==> src/rtl/regfile_sb_if.sv <==
// Bus bundle for regfile_sb: read ports, ALU write, load issue/write-back,
// read-only constants and status outputs. The core drives via master, the register file is the slave.
interface regfile_sb_if #(
   parameter int DATA_W   = 8,
   parameter int NUM_REGS = 16,
   parameter int NUM_RO   = 3,
   parameter int ADDR_W   = $clog2(NUM_REGS)
);
   logic [ADDR_W-1:0]        rd_addr1;
   logic [ADDR_W-1:0]        rd_addr2;
   logic [DATA_W-1:0]        rd_data1;
   logic [DATA_W-1:0]        rd_data2;
   logic                     rd_busy1;
   logic                     rd_busy2;
   logic                     alu_we;
   logic [ADDR_W-1:0]        alu_waddr;
   logic [DATA_W-1:0]        alu_wdata;
   logic                     ld_issue_valid;
   logic [ADDR_W-1:0]        ld_issue_addr;
   logic                     ld_issue_ready;
   logic                     ld_wb_valid;
   logic [ADDR_W-1:0]        ld_wb_addr;
   logic [DATA_W-1:0]        ld_wb_data;
   logic [NUM_RO*DATA_W-1:0] ro_values;
   logic [NUM_REGS-1:0]      busy_vec;
   logic [ADDR_W:0]          pending_cnt;
   logic [2:0]               err;

   modport master (
      output rd_addr1, rd_addr2, alu_we, alu_waddr, alu_wdata,
             ld_issue_valid, ld_issue_addr, ld_wb_valid, ld_wb_addr, ld_wb_data, ro_values,
      input  rd_data1, rd_data2, rd_busy1, rd_busy2, ld_issue_ready, busy_vec, pending_cnt, err
   );

   modport slave (
      input  rd_addr1, rd_addr2, alu_we, alu_waddr, alu_wdata,
             ld_issue_valid, ld_issue_addr, ld_wb_valid, ld_wb_addr, ld_wb_data, ro_values,
      output rd_data1, rd_data2, rd_busy1, rd_busy2, ld_issue_ready, busy_vec, pending_cnt, err
   );
endinterface

==> src/rtl/regfile_sb.sv <==
// Per-thread register file with load scoreboard, second write port for load write-back and RO constants.
// Optional same-cycle read forwarding is enabled by defining REGFILE_BYPASS_EN.
module regfile_sb #(
   parameter int DATA_W   = 8,
   parameter int NUM_REGS = 16,
   parameter int NUM_RO   = 3,
   parameter int ADDR_W   = $clog2(NUM_REGS)
) (
   input  logic          clk,
   input  logic          reset_n,
   regfile_sb_if.slave   rf
);
   localparam int NUM_GP = NUM_REGS - NUM_RO;
   localparam logic [ADDR_W-1:0] GP_LIM = ADDR_W'(NUM_GP);

   logic [DATA_W-1:0]   regs_q [NUM_GP];
   logic [DATA_W-1:0]   regs_d [NUM_GP];
   logic [NUM_REGS-1:0] busy_q;
   logic [NUM_REGS-1:0] busy_d;
   logic [ADDR_W:0]     pend_q;
   logic [ADDR_W:0]     pend_d;
   logic [2:0]          err_q;
   logic [2:0]          err_d;

   logic                alu_gp_s;
   logic                alu_ok_s;
   logic                wb_hit_s;
   logic                iss_ready_s;
   logic                iss_acc_s;
   logic [ADDR_W-1:0]   ra_s [2];
   logic [2*DATA_W-1:0] rdat_all_s;
   logic [1:0]          rbusy_all_s;

   // An ALU write to a busy register is dropped even if that register is written back this cycle.
   assign alu_gp_s    = (rf.alu_waddr < GP_LIM);
   assign alu_ok_s    = rf.alu_we & alu_gp_s & ~busy_q[rf.alu_waddr];
   assign wb_hit_s    = rf.ld_wb_valid & busy_q[rf.ld_wb_addr];
   assign iss_ready_s = (rf.ld_issue_addr < GP_LIM) & ~busy_q[rf.ld_issue_addr];
   assign iss_acc_s   = rf.ld_issue_valid & iss_ready_s;

   // Next-state for storage, scoreboard, outstanding count and sticky errors.
   always_comb begin
      for (int i = 0; i < NUM_GP; i++) begin
         if (wb_hit_s && (rf.ld_wb_addr == ADDR_W'(i))) begin
            regs_d[i] = rf.ld_wb_data;
         end else if (alu_ok_s && (rf.alu_waddr == ADDR_W'(i))) begin
            regs_d[i] = rf.alu_wdata;
         end else begin
            regs_d[i] = regs_q[i];
         end
      end
      for (int i = 0; i < NUM_REGS; i++) begin
         if (i >= NUM_GP) begin
            busy_d[i] = 1'b0;
         end else if (iss_acc_s && (rf.ld_issue_addr == ADDR_W'(i))) begin
            busy_d[i] = 1'b1;
         end else if (wb_hit_s && (rf.ld_wb_addr == ADDR_W'(i))) begin
            busy_d[i] = 1'b0;
         end else begin
            busy_d[i] = busy_q[i];
         end
      end
      pend_d   = pend_q + (ADDR_W+1)'(iss_acc_s) - (ADDR_W+1)'(wb_hit_s);
      err_d[0] = err_q[0] | (rf.alu_we & ~alu_gp_s);
      err_d[1] = err_q[1] | (rf.alu_we & alu_gp_s & busy_q[rf.alu_waddr]);
      err_d[2] = err_q[2] | (rf.ld_wb_valid & ~busy_q[rf.ld_wb_addr]);
   end

   // State registers.
   always_ff @(posedge clk or negedge reset_n) begin
      if (!reset_n) begin
         for (int i = 0; i < NUM_GP; i++) begin
            regs_q[i] <= {DATA_W{1'b0}};
         end
         busy_q <= {NUM_REGS{1'b0}};
         pend_q <= {(ADDR_W+1){1'b0}};
         err_q  <= 3'b000;
      end else begin
         for (int i = 0; i < NUM_GP; i++) begin
            regs_q[i] <= regs_d[i];
         end
         busy_q <= busy_d;
         pend_q <= pend_d;
         err_q  <= err_d;
      end
   end

   assign ra_s[0] = rf.rd_addr1;
   assign ra_s[1] = rf.rd_addr2;

   for (genvar p = 0; p < 2; p++) begin : g_rd
      logic [ADDR_W-1:0] ro_off_s;
      logic [DATA_W-1:0] base_s;
      logic [DATA_W-1:0] rd_s;
      logic              bz_s;
      logic              wb_fwd_s;
      logic              alu_fwd_s;

      // Read mux: RO constants are live, GP reads come from storage (optionally forwarded).
      always_comb begin
         ro_off_s  = ra_s[p] - GP_LIM;
         wb_fwd_s  = wb_hit_s & (rf.ld_wb_addr == ra_s[p]);
         alu_fwd_s = alu_ok_s & (rf.alu_waddr == ra_s[p]);
         if (ra_s[p] >= GP_LIM) begin
            base_s = rf.ro_values[int'(ro_off_s)*DATA_W +: DATA_W];
         end else begin
            base_s = regs_q[ra_s[p]];
         end
`ifdef REGFILE_BYPASS_EN
         rd_s = wb_fwd_s ? rf.ld_wb_data : (alu_fwd_s ? rf.alu_wdata : base_s);
         bz_s = busy_q[ra_s[p]] & ~wb_fwd_s;
`else
         rd_s = base_s;
         bz_s = busy_q[ra_s[p]] & ~(wb_fwd_s & alu_fwd_s);
`endif
      end

      assign rdat_all_s[p*DATA_W +: DATA_W] = rd_s;
      assign rbusy_all_s[p]                 = bz_s;
   end

   assign rf.rd_data1       = rdat_all_s[DATA_W-1:0];
   assign rf.rd_data2       = rdat_all_s[2*DATA_W-1:DATA_W];
   assign rf.rd_busy1       = rbusy_all_s[0];
   assign rf.rd_busy2       = rbusy_all_s[1];
   assign rf.ld_issue_ready = iss_ready_s;
   assign rf.busy_vec       = busy_q;
   assign rf.pending_cnt    = pend_q;
   assign rf.err            = err_q;
endmodule

==> src/flat_wrapper.sv <==
// flat-port wrapper written by rule: the top's interface ports become plain ports
module regfile_sb_flat 
#(
   parameter int DATA_W   = 8,
   parameter int NUM_REGS = 16,
   parameter int NUM_RO   = 3,
   parameter int ADDR_W   = $clog2(NUM_REGS)
)
  (clk, reset_n, rf_rd_addr1, rf_rd_addr2, rf_alu_we, rf_alu_waddr, rf_alu_wdata, rf_ld_issue_valid, rf_ld_issue_addr, rf_ld_wb_valid, rf_ld_wb_addr, rf_ld_wb_data, rf_ro_values, rf_rd_data1, rf_rd_data2, rf_rd_busy1, rf_rd_busy2, rf_ld_issue_ready, rf_busy_vec, rf_pending_cnt, rf_err);
  regfile_sb_if #(.DATA_W(DATA_W), .NUM_REGS(NUM_REGS), .NUM_RO(NUM_RO), .ADDR_W(ADDR_W)) rf_i ();
  input  logic clk;
  input  logic reset_n;
  input wire logic [$bits(rf_i.rd_addr1)-1:0] rf_rd_addr1;
  input wire logic [$bits(rf_i.rd_addr2)-1:0] rf_rd_addr2;
  input wire logic [$bits(rf_i.alu_we)-1:0] rf_alu_we;
  input wire logic [$bits(rf_i.alu_waddr)-1:0] rf_alu_waddr;
  input wire logic [$bits(rf_i.alu_wdata)-1:0] rf_alu_wdata;
  input wire logic [$bits(rf_i.ld_issue_valid)-1:0] rf_ld_issue_valid;
  input wire logic [$bits(rf_i.ld_issue_addr)-1:0] rf_ld_issue_addr;
  input wire logic [$bits(rf_i.ld_wb_valid)-1:0] rf_ld_wb_valid;
  input wire logic [$bits(rf_i.ld_wb_addr)-1:0] rf_ld_wb_addr;
  input wire logic [$bits(rf_i.ld_wb_data)-1:0] rf_ld_wb_data;
  input wire logic [$bits(rf_i.ro_values)-1:0] rf_ro_values;
  output wire logic [$bits(rf_i.rd_data1)-1:0] rf_rd_data1;
  output wire logic [$bits(rf_i.rd_data2)-1:0] rf_rd_data2;
  output wire logic [$bits(rf_i.rd_busy1)-1:0] rf_rd_busy1;
  output wire logic [$bits(rf_i.rd_busy2)-1:0] rf_rd_busy2;
  output wire logic [$bits(rf_i.ld_issue_ready)-1:0] rf_ld_issue_ready;
  output wire logic [$bits(rf_i.busy_vec)-1:0] rf_busy_vec;
  output wire logic [$bits(rf_i.pending_cnt)-1:0] rf_pending_cnt;
  output wire logic [$bits(rf_i.err)-1:0] rf_err;
  assign rf_i.rd_addr1 = rf_rd_addr1;
  assign rf_i.rd_addr2 = rf_rd_addr2;
  assign rf_i.alu_we = rf_alu_we;
  assign rf_i.alu_waddr = rf_alu_waddr;
  assign rf_i.alu_wdata = rf_alu_wdata;
  assign rf_i.ld_issue_valid = rf_ld_issue_valid;
  assign rf_i.ld_issue_addr = rf_ld_issue_addr;
  assign rf_i.ld_wb_valid = rf_ld_wb_valid;
  assign rf_i.ld_wb_addr = rf_ld_wb_addr;
  assign rf_i.ld_wb_data = rf_ld_wb_data;
  assign rf_i.ro_values = rf_ro_values;
  assign rf_rd_data1 = rf_i.rd_data1;
  assign rf_rd_data2 = rf_i.rd_data2;
  assign rf_rd_busy1 = rf_i.rd_busy1;
  assign rf_rd_busy2 = rf_i.rd_busy2;
  assign rf_ld_issue_ready = rf_i.ld_issue_ready;
  assign rf_busy_vec = rf_i.busy_vec;
  assign rf_pending_cnt = rf_i.pending_cnt;
  assign rf_err = rf_i.err;
  regfile_sb #(.DATA_W(DATA_W), .NUM_REGS(NUM_REGS), .NUM_RO(NUM_RO), .ADDR_W(ADDR_W)) u_core (.clk(clk), .reset_n(reset_n), .rf(rf_i));
endmodule
==> config.mk <==
export PLATFORM = sky130hd
export DESIGN_NAME = regfile_sb_flat
export DESIGN_NICKNAME = d
export VERILOG_FILES = /design/src/rtl/regfile_sb_if.sv /design/src/rtl/regfile_sb.sv /design/src/flat_wrapper.sv
export SDC_FILE = /design/constraint.sdc
export NUM_CORES = 1
export LEC_CHECK = 0
export ABC_AREA = 1
export CORE_MARGIN = 2
export CORE_UTILIZATION = 53
export CTS_CLUSTER_SIZE = 14
export DETAILED_ROUTE_END_ITERATION = 7
export HOLD_SLACK_MARGIN = 0.12
export PLACE_DENSITY = 0.83
export SLEW_MARGIN = 20
export SYNTH_ARGS = -nofsm -noshare
export SYNTH_HDL_FRONTEND = slang
export SYNTH_SLANG_ARGS = --single-unit
==> constraint.sdc <==
create_clock -name clk -period 2.7 [get_ports clk]
set_input_delay 0.54 -clock clk [delete_from_list [all_inputs] [get_ports clk]]
set_output_delay 0.54 -clock clk [all_outputs]
set_load 0.1 [all_outputs]
[Word level (Yosys, flattened, before mapping)]
Cells that the tools add are included.
Word-level totals
  output and inout bits: 43
  register bits: 125
Cells by class
  shift operators: 2
  bitwise gates (word level): 27
  add/sub/neg operators: 4
  $lt $le $gt $ge: 11
  eq/ne operators: 40
  multiplexer cells: 70
  reductions and logical operators: 68
Operators with widths (number)
  two-way mux 8 bit: 32
  binary-select mux 8 bit (select 4 bit): 2
  equality test 4 bit (second input constant): 15
  nonzero test 2 bit: 26
  equality test 4 x 3 -> 1 bit (second input constant): 12
  variable part select 24 x 8 -> 8 bit: 2
  logical AND 1 bit: 39
  two-way mux 1 bit: 31
  < comparator 4 x 5 -> 1 bit (second input constant): 5
  equality test 4 x 2 -> 1 bit (second input constant): 6
  binary-select mux 1 bit (select 4 bit): 5
  bitwise AND 1 bit: 16
  equality test 4 bit: 4
  equality test 4 x 1 -> 1 bit (second input constant): 3
  zero test 4 bit: 3
  >= comparator 5 bit (second input constant): 2
  NOT 4 -> 5 bit: 2
  >= comparator 4 bit (second input constant): 2
  < comparator 4 bit (second input constant): 2
  subtractor 4 bit (second input constant): 2
  NOT 1 bit: 6
  adder 5 x 1 -> 5 bit: 1
  subtractor 5 x 1 -> 5 bit: 1
  OR 1 bit: 3

[Logic depth before layout (Yosys ltp)]
Gate-level depths: netlist (run 1).
  depth after elaboration: 8
  mapped depth: 18
  depth with buffers taken out: 15

[Least setup slack after synthesis (run 1)]
No wires, ideal clock.
  path type: input to output
  from: in rf_rd_addr1[0]
  to: out rf_rd_data1[0]
  path buffers: 2
  required time: 2.160 ns
  arrival time: 3.968 ns
  slack: -1.808 ns
  cell stages on the path: 8
  path through: clkinv_1 -> clkbuf_1 -> ha_1 -> or2_2 -> clkbuf_1 -> o22ai_1 -> inv_1 -> o21ai_0
Between the ends
  cells in the longest elaborated chain, start to end: 5
  elaborated cells on any way between the ends: 8
  classes of those cells: add/sub: 1; order compare: 1; shift: 1; mux: 4; bitwise: 1
RTL lines
  start, declared: line flat_wrapper.sv:13  | input wire logic [$bits(rf_i.rd_addr1)-1:0] rf_rd_addr1;
  branches (longest 4 deep; another with subtractor 4 bit)
  two-way mux 8 bit *: line regfile_sb.sv:104  | if (ra_s[p] >= GP_LIM) begin
  end, declared: line flat_wrapper.sv:24  | output wire logic [$bits(rf_i.rd_data1)-1:0] rf_rd_data1;
Mark *: on every way between the ends. The select of a mux whose other input is x is not followed.

[Worst setup path in the final report (run 1)]
  from: in rf_rd_addr2[0]
  to: out rf_rd_data2[7]
Between the ends
  cells in the longest elaborated chain, start to end: 5
  elaborated cells on any way between the ends: 8
  classes of those cells: add/sub: 1; order compare: 1; shift: 1; mux: 4; bitwise: 1
RTL lines
  start, declared: line flat_wrapper.sv:14  | input wire logic [$bits(rf_i.rd_addr2)-1:0] rf_rd_addr2;
  branches (longest 4 deep; another with subtractor 4 bit)
  two-way mux 8 bit *: line regfile_sb.sv:104
  end, declared: line flat_wrapper.sv:25  | output wire logic [$bits(rf_i.rd_data2)-1:0] rf_rd_data2;
Marked as above.

==> results.sh, run 1 <==
export IMPL_fin_area_um2=14200
export IMPL_max_freq_mhz=374
export IMPL_synthTopCellsByCount="470 x nand2_1, 196 x nand4_1, 196 x o21ai_0"
export IMPL_start_util_pct=54.1
export IMPL_grt_pass1_vias=12600
export IMPL_grt_overflow=0
export IMPL_drc=0
export IMPL_clockRootBuffer="clkbuf_16"
export IMPL_layout_drive_gt1_share_pct=19.5
export IMPL_netlist_area_leader_share_pct=29.7
export IMPL_ioPinCount=108
export IMPL_cts_buffer_depth=2
export IMPL_grt_first_pass_wirelength_um=69900
export IMPL_critPathKind="in -> out"
export IMPL_final_setup_tns_ps=0
export IMPL_ys_ff_latch=125
export IMPL_crit_path_cell_trace="buf_2 > inv_1 > buf_12 > nor2_1 > o21ai_0 > buf_4 > nand2_1 > a21oi_1 > buf_4 > nand2_1 > nand2_4 > buf_12"
export IMPL_die_w_um=145
export IMPL_io_buffers=104
export IMPL_period_needed_ps=2670
export IMPL_drt_iter0_markers=2065
export IMPL_setup_violations_final=0
export IMPL_clock_sinks=125
export IMPL_final_max_slew_viol_count=0
export IMPL_gp_congestion=0.996
export IMPL_combPwrFrac_pct=45.3
export IMPL_setup_slack_ps=27.7
export IMPL_clkTransAtPathRegs_ps=60
export IMPL_irDropWorstVdd_mv=0.995
export IMPL_clkLatencyLatePin_ps=430
export IMPL_fin_crit_sh_pct=99.0
export IMPL_status="completed"
export IMPL_via_count=13700
export IMPL_maxSlewHeadroom_pct=38.1
export IMPL_fin_skew_ps=8.89
export IMPL_required_ps=2160
export IMPL_worst_pin_slew_ps=926
export IMPL_async_flop_share_pct=100
export IMPL_rsz0062_at_grt="true"
export IMPL_cap_violations=0
export IMPL_syn_area_um2=10500
export IMPL_internal_power_mw=5.66
export IMPL_antenna_found_initial=1
export IMPL_dp_slack_ps=-337
export IMPL_arrival_ps=2130
export IMPL_crit_slowest_cell="o21ai_0"
export IMPL_yosysTopAreaCell="dfrtp_1"
export IMPL_postLayoutCoreUtil_pct=73.0
export IMPL_wl_per_cell_um=21.5
export IMPL_clkPwrFrac_pct=23.1
export IMPL_crit_fanout=20
export IMPL_die_y_um=145
export IMPL_yosys_warnings=0
export IMPL_dp_cells=2059
export IMPL_viasPerCell=6.55
export IMPL_end_kind="primary output"
export IMPL_hpwl_um=30700
export IMPL_dr_pass1_iters=7
export IMPL_ys_seq_area_share_pct=29.7
export IMPL_p_leak_nw=6.78
export IMPL_cts_buffers=17
export IMPL_synth_area_per_cell_um2=6.38
export IMPL_cts_tree="done"
export IMPL_detail_route_antenna_nets=0
export IMPL_synth_cell_types=37
export IMPL_drt_wl_total_um=45200
export IMPL_synth_edf_count=0
export IMPL_design_core_area_um2=19500
export IMPL_seqPwrFrac_pct=31.6
export IMPL_antennaDiodeCount=0
export IMPL_hp_class="in -> async"
export IMPL_final_hold_violation_count=0
export IMPL_post_synth_top_count_cell="nand2_1"
export IMPL_die_area_um2=21000
export IMPL_final_nets=1895
export IMPL_synth_main_ff_cell="dfrtp_1"
export IMPL_synth_cells=1651
export IMPL_swShare_pct=45.7
export IMPL_row_count=51
export IMPL_layout_area_overhead_vs_synth_pct=35.0
export IMPL_grt_total_usage_pct=42.2
export IMPL_slowest_delay_ps=300
export IMPL_grt_start_max_net_pins=111
export IMPL_p_sw_mw=4.77
export IMPL_final_cells=2098
export IMPL_setup_worst_path_start_class="input pin"
export IMPL_synthTopCellsByArea="dfrtp_1 30%, nand2_1 17%, nand4_1 12%, o21ai_0 9.3%, nand3_1 7.0%"
export IMPL_p_per_area_nw_per_um2=734
export IMPL_place_area_um2=13300
export IMPL_h_tree_depth=4
==> cells by family (layout without fill, tap and decap cells) <==
family / count (synthesis) / in the layout / share of synthesized area, %
other: 1 / 3 / 0.0356
DFF: 125 / 125 / 29.7
buffers and inverters: 232 / 412 / 9.45
adders and majority gates: 10 / 10 / 1.26
and+or+nand+nor: 958 / 958 / 43.1
xor gates and xnor gates: 4 / 4 / 0.333
AOI/OAI and AO/OA: 321 / 321 / 16.1
==> worst max-delay path, delay by kind of cell <==
family                 cells  cell delay [ps]
and+or+nand+nor            4              260
AOI/OAI and AO/OA          2              430
buffers and inverters      6              870
==> through the flow <==
step / hold slack (ps) / total power, mW
after floorplan: 244 / 6.05
after global placement: 346 / 7.63
after detailed placement: 346 / 7.75
after CTS: 440 / 10.2
after global routing: 463 / 10.8
final: 461 / 10.4
==> layout by cell type (no fill, tap or decap), drive strengths merged, types with 2 or more instances in the layout <==
cell type | synthesis | layout
o21bai | 3 | 3
o22ai | 21 | 21
clkinv | 4 | 8
o211ai | 10 | 10
nor2 | 114 | 114
o221ai | 3 | 3
or2 | 2 | 2
o21ai | 196 | 196
buf | 64 | 217
dlymetal6s2s | 0 | 4
nand3 | 170 | 170
a21oi | 71 | 71
a31oi | 16 | 16
dfrtp | 125 | 125
xor2 | 3 | 3
ha | 9 | 9
inv | 96 | 95
conb | 1 | 3
clkdlybuf4s50 | 0 | 54
clkbuf | 68 | 28
bufinv | 0 | 3
nand2 | 472 | 472
nor3 | 2 | 2
nand4 | 196 | 196
==> worst paths after layout <==
kind	cells after the start	startpoint	slack, ps	endpoint
hold / removal	2	reset_n	460	u_core.rf.busy_vec[12]
setup reg to reg	14	u_core.rf.busy_vec[10]	370	u_core.rf.pending_cnt[4]
max in group asynchronous	3	reset_n	1620	u_core.regs_q[7]
hold reg to reg	1	u_core.rf.err[0]	480	u_core.rf.err[0]
min in group clk	1	u_core.rf.err[0]	480	u_core.rf.err[0]
setup / recovery	12	rf_rd_addr2[0]	30	rf_rd_data2[7]
==> state kept, by name, indices dropped and copies added, names as in the netlist <==
name	count
u_core.regs_q	104
u_core.rf.busy_vec	13
u_core.rf.pending_cnt	5
u_core.rf.err	3
==> power by group through the flow <==
stage          Combinational [mW]  Clock (mW)  Sequential (mW)
2_1_floorplan                2.34           0             3.71
4_1_cts                      4.58        2.39             3.21
3_3_place_gp                 4.41           0             3.21
3_5_place_dp                 4.52           0             3.24
6_report                     4.73        2.40             3.30
5_1_grt                      5.03        2.49             3.32
==> area by class of cell <==
class	count	area, um^2
clock buffers	25	495
clock inverters	7	110
fillers	1530	5260
inverters	100	395
multi-input cells	1296	6810
flip-flops and latches	125	3160
well taps	265	332
repair buffers	280	2910
==> metal layers <==
metal | part of all wire [%] | up-vias | track usage, %
met1 | 35 | 6231 | 52.9
met2 | 42 | 1146 | 62.2
met5 | 0 | - | 0
met3 | 16 | 295 | 16.5
li1 | - | 6064 | -
met4 | 7.3 | 0 | 23.9
==> timing repair <==
action                     4_1_cts  5_1_grt
hold endpoints to repair         1        0
buffers inserted                 1        2
hold buffers                     1        0
pin swaps                        1        5
cloned                           2        2
setup endpoints to repair       19       20
gates resized for setup         26       44
(Power assumes the default switching activity.)
==> run 2: changes to the inputs <==
RECOVER_POWER = 100   (was unset)
==> run 2 against run 1 <==
- the flow now finishes with violations (design-rule violations)
- fmax increased by 0.77%
- register-to-register slack lost 50 ps
- clock power hardly changed
- via count increased by 0.23%
- core utilization down 1.2 points
- die area stayed put
- sequential share of layout area rose by 0.38 points
- critical path type unchanged
- highest routed layer unchanged
==> results.sh, run 2 (same netlist as run 1, synthesis figures left out) <==
export IMPL_status="finished, violations left"
export IMPL_violations="design-rule violations"
export IMPL_place_area_um2=13300
export IMPL_layout_drive_gt1_share_pct=18.0
export IMPL_end_kind="primary output"
export IMPL_final_max_slew_viol_count=0
export IMPL_io_buffers=104
export IMPL_crit_slowest_cell="o21ai_0"
export IMPL_dr_pass1_iters=8
export IMPL_cap_violations=0
export IMPL_cts_buffers=17
export IMPL_row_count=51
export IMPL_critPathKind="in -> out"
export IMPL_p_per_area_nw_per_um2=735
export IMPL_clkLatencyLatePin_ps=430
export IMPL_antenna_found_initial=1
export IMPL_fin_area_um2=14000
export IMPL_critPathBufInv=6
export IMPL_hpwl_um=30700
export IMPL_wl_per_cell_um=21.5
export IMPL_seq_area_um2=3160
export IMPL_layout_area_overhead_vs_synth_pct=32.7
export IMPL_design_core_area_um2=19500
export IMPL_r2r_cells=13
export IMPL_drt_iter0_markers=1990
export IMPL_crit_path_cell_trace="buf_2 > inv_1 > buf_12 > nor2_1 > o21ai_0 > buf_4 > nand2_1 > a21oi_1 > buf_4 > nand2_1 > nand2_4 > buf_12"
export IMPL_drt_wl_total_um=45200
export IMPL_setup_violations_final=0
export IMPL_p_total_mw=10.3
export IMPL_largest_register="u_core.regs_q"
export IMPL_multi_input_area_um2=6760
export IMPL_start_util_pct=54.1
export IMPL_postLayoutCoreUtil_pct=71.8
export IMPL_grt_pass1_vias=12600
export IMPL_mostFrequentLayoutCells="454 x nand2_1, 196 x nand4_1, 174 x o21ai_0"
export IMPL_max_freq_mhz=377
export IMPL_ioPinCount=108
export IMPL_clkTransAtPathRegs_ps=60
export IMPL_worst_pin_slew_ps=1340
export IMPL_required_ps=2160
export IMPL_fin_crit_sh_pct=98.2
export IMPL_grt_start_max_net_pins=111
export IMPL_detail_route_antenna_nets=0
export IMPL_crit_fanout=20
export IMPL_largest_register_ff_count=104
export IMPL_startpoint="rf_rd_addr2[0]"
export IMPL_die_area_um2=21000
export IMPL_die_w_um=145
export IMPL_slowest_delay_ps=290
export IMPL_period_needed_ps=2650
export IMPL_fin_skew_ps=8.69
export IMPL_h_tree_depth=4
export IMPL_final_nets=1895
export IMPL_cts_tree="done"
export IMPL_arrival_ps=2110
export IMPL_cts_buffer_depth=2
export IMPL_drc=19
export IMPL_critical_path_depth=12
export IMPL_layout_commonest_cell="nand2_1"
export IMPL_gp_congestion=0.996
export IMPL_grt_total_usage_pct=42.2
export IMPL_regToRegSetupSlack_ps=320
export IMPL_n_fill_cell=1582
export IMPL_grt_first_pass_wirelength_um=69900
export IMPL_r2r_start="u_core.rf.busy_vec[4]"
export IMPL_antennaDiodeCount=0
export IMPL_viasPerCell=6.56
export IMPL_rsz0062_at_grt="true"
export IMPL_p_leak_nw=6.67
export IMPL_grt_overflow=0
export IMPL_die_y_um=145
export IMPL_hp_class="in -> async"
export IMPL_clock_sinks=125
export IMPL_maxSlewHeadroom_pct=10.7
export IMPL_final_cells=2098
export IMPL_via_count=13800
export IMPL_final_hold_violation_count=0
export IMPL_irDropWorstVdd_mv=0.940
export IMPL_final_setup_tns_ps=0
export IMPL_setup_worst_path_start_class="input pin"
export IMPL_dp_cells=2059
export IMPL_cpLargestDelayFamily="buffers and inverters"
export IMPL_clockRootBuffer="clkbuf_16"
export IMPL_r2r_end="u_core.regs_q[57]"
[run 2: metrics by stage]
step / setup WS (ps) / hold slack (ps)
6_report: 48.3 / 449
5_1_grt: -31.3 / 458
4_1_cts: 14.9 / 440
3_5_place_dp: -337 / 346
3_3_place_gp: -297 / 346
2_1_floorplan: -44.9 / 244
[run 2: worst register-to-register path: stages (launching register included)]
cell and delay (ps):
dfrtp_2 460, inv_1 110, o21ai_0 170, nand2_1 70
nand2_1 60, nand2_1 50, nand4_1 100, buf_4 140
buf_6 380, nand3_2 140, clkbuf_2 270, buf_12 200
nand3_1 70, nand2_1 60
[run 2: how the worst max path moves through the flow]
stage / to
final: rf_rd_data2[7]
after global routing: rf_rd_busy1
after CTS: rf_rd_data2[7]
after detailed placement: rf_rd_data2[7]
after global placement: rf_rd_data2[3]
after floorplan: u_core.rf.pending_cnt[4]
[run 2: layout make-up]
class                   instances  area share (%)
flip-flops and latches        125            22.6
clock buffers                  25            3.55
multi-input cells            1296            48.4
inverters                     100            2.83
clock inverters                 7           0.788
well taps                     265            2.37
repair buffers                280            19.4
[run 2: report_power, final]
group / internal, mW / leakage [nW] / switching, mW
Sequential: 2.54 / 1.52 / 0.759
Combinational: 1.43 / 4.85 / 3.13
Clock: 1.54 / 0.301 / 0.862
[run 2: metal layers]
metal / track usage [%] / vias to the layer above / part of all wire (%)
li1: - / 6058 / -
met1: 52.9 / 6223 / 35
met2: 62.2 / 1183 / 42
met3: 16.5 / 304 / 16
met4: 23.9 / 0 / 7.3
met5: 0 / - / 0
[run 2: repair_timing]
item,in CTS,in global routing
endpoints found under the setup margin,19,20
gates resized for setup,26,44
hold buffers,1,0
hold endpoints to repair,1,0
pin swaps,1,5
buffers inserted,1,2
gates cloned,2,2
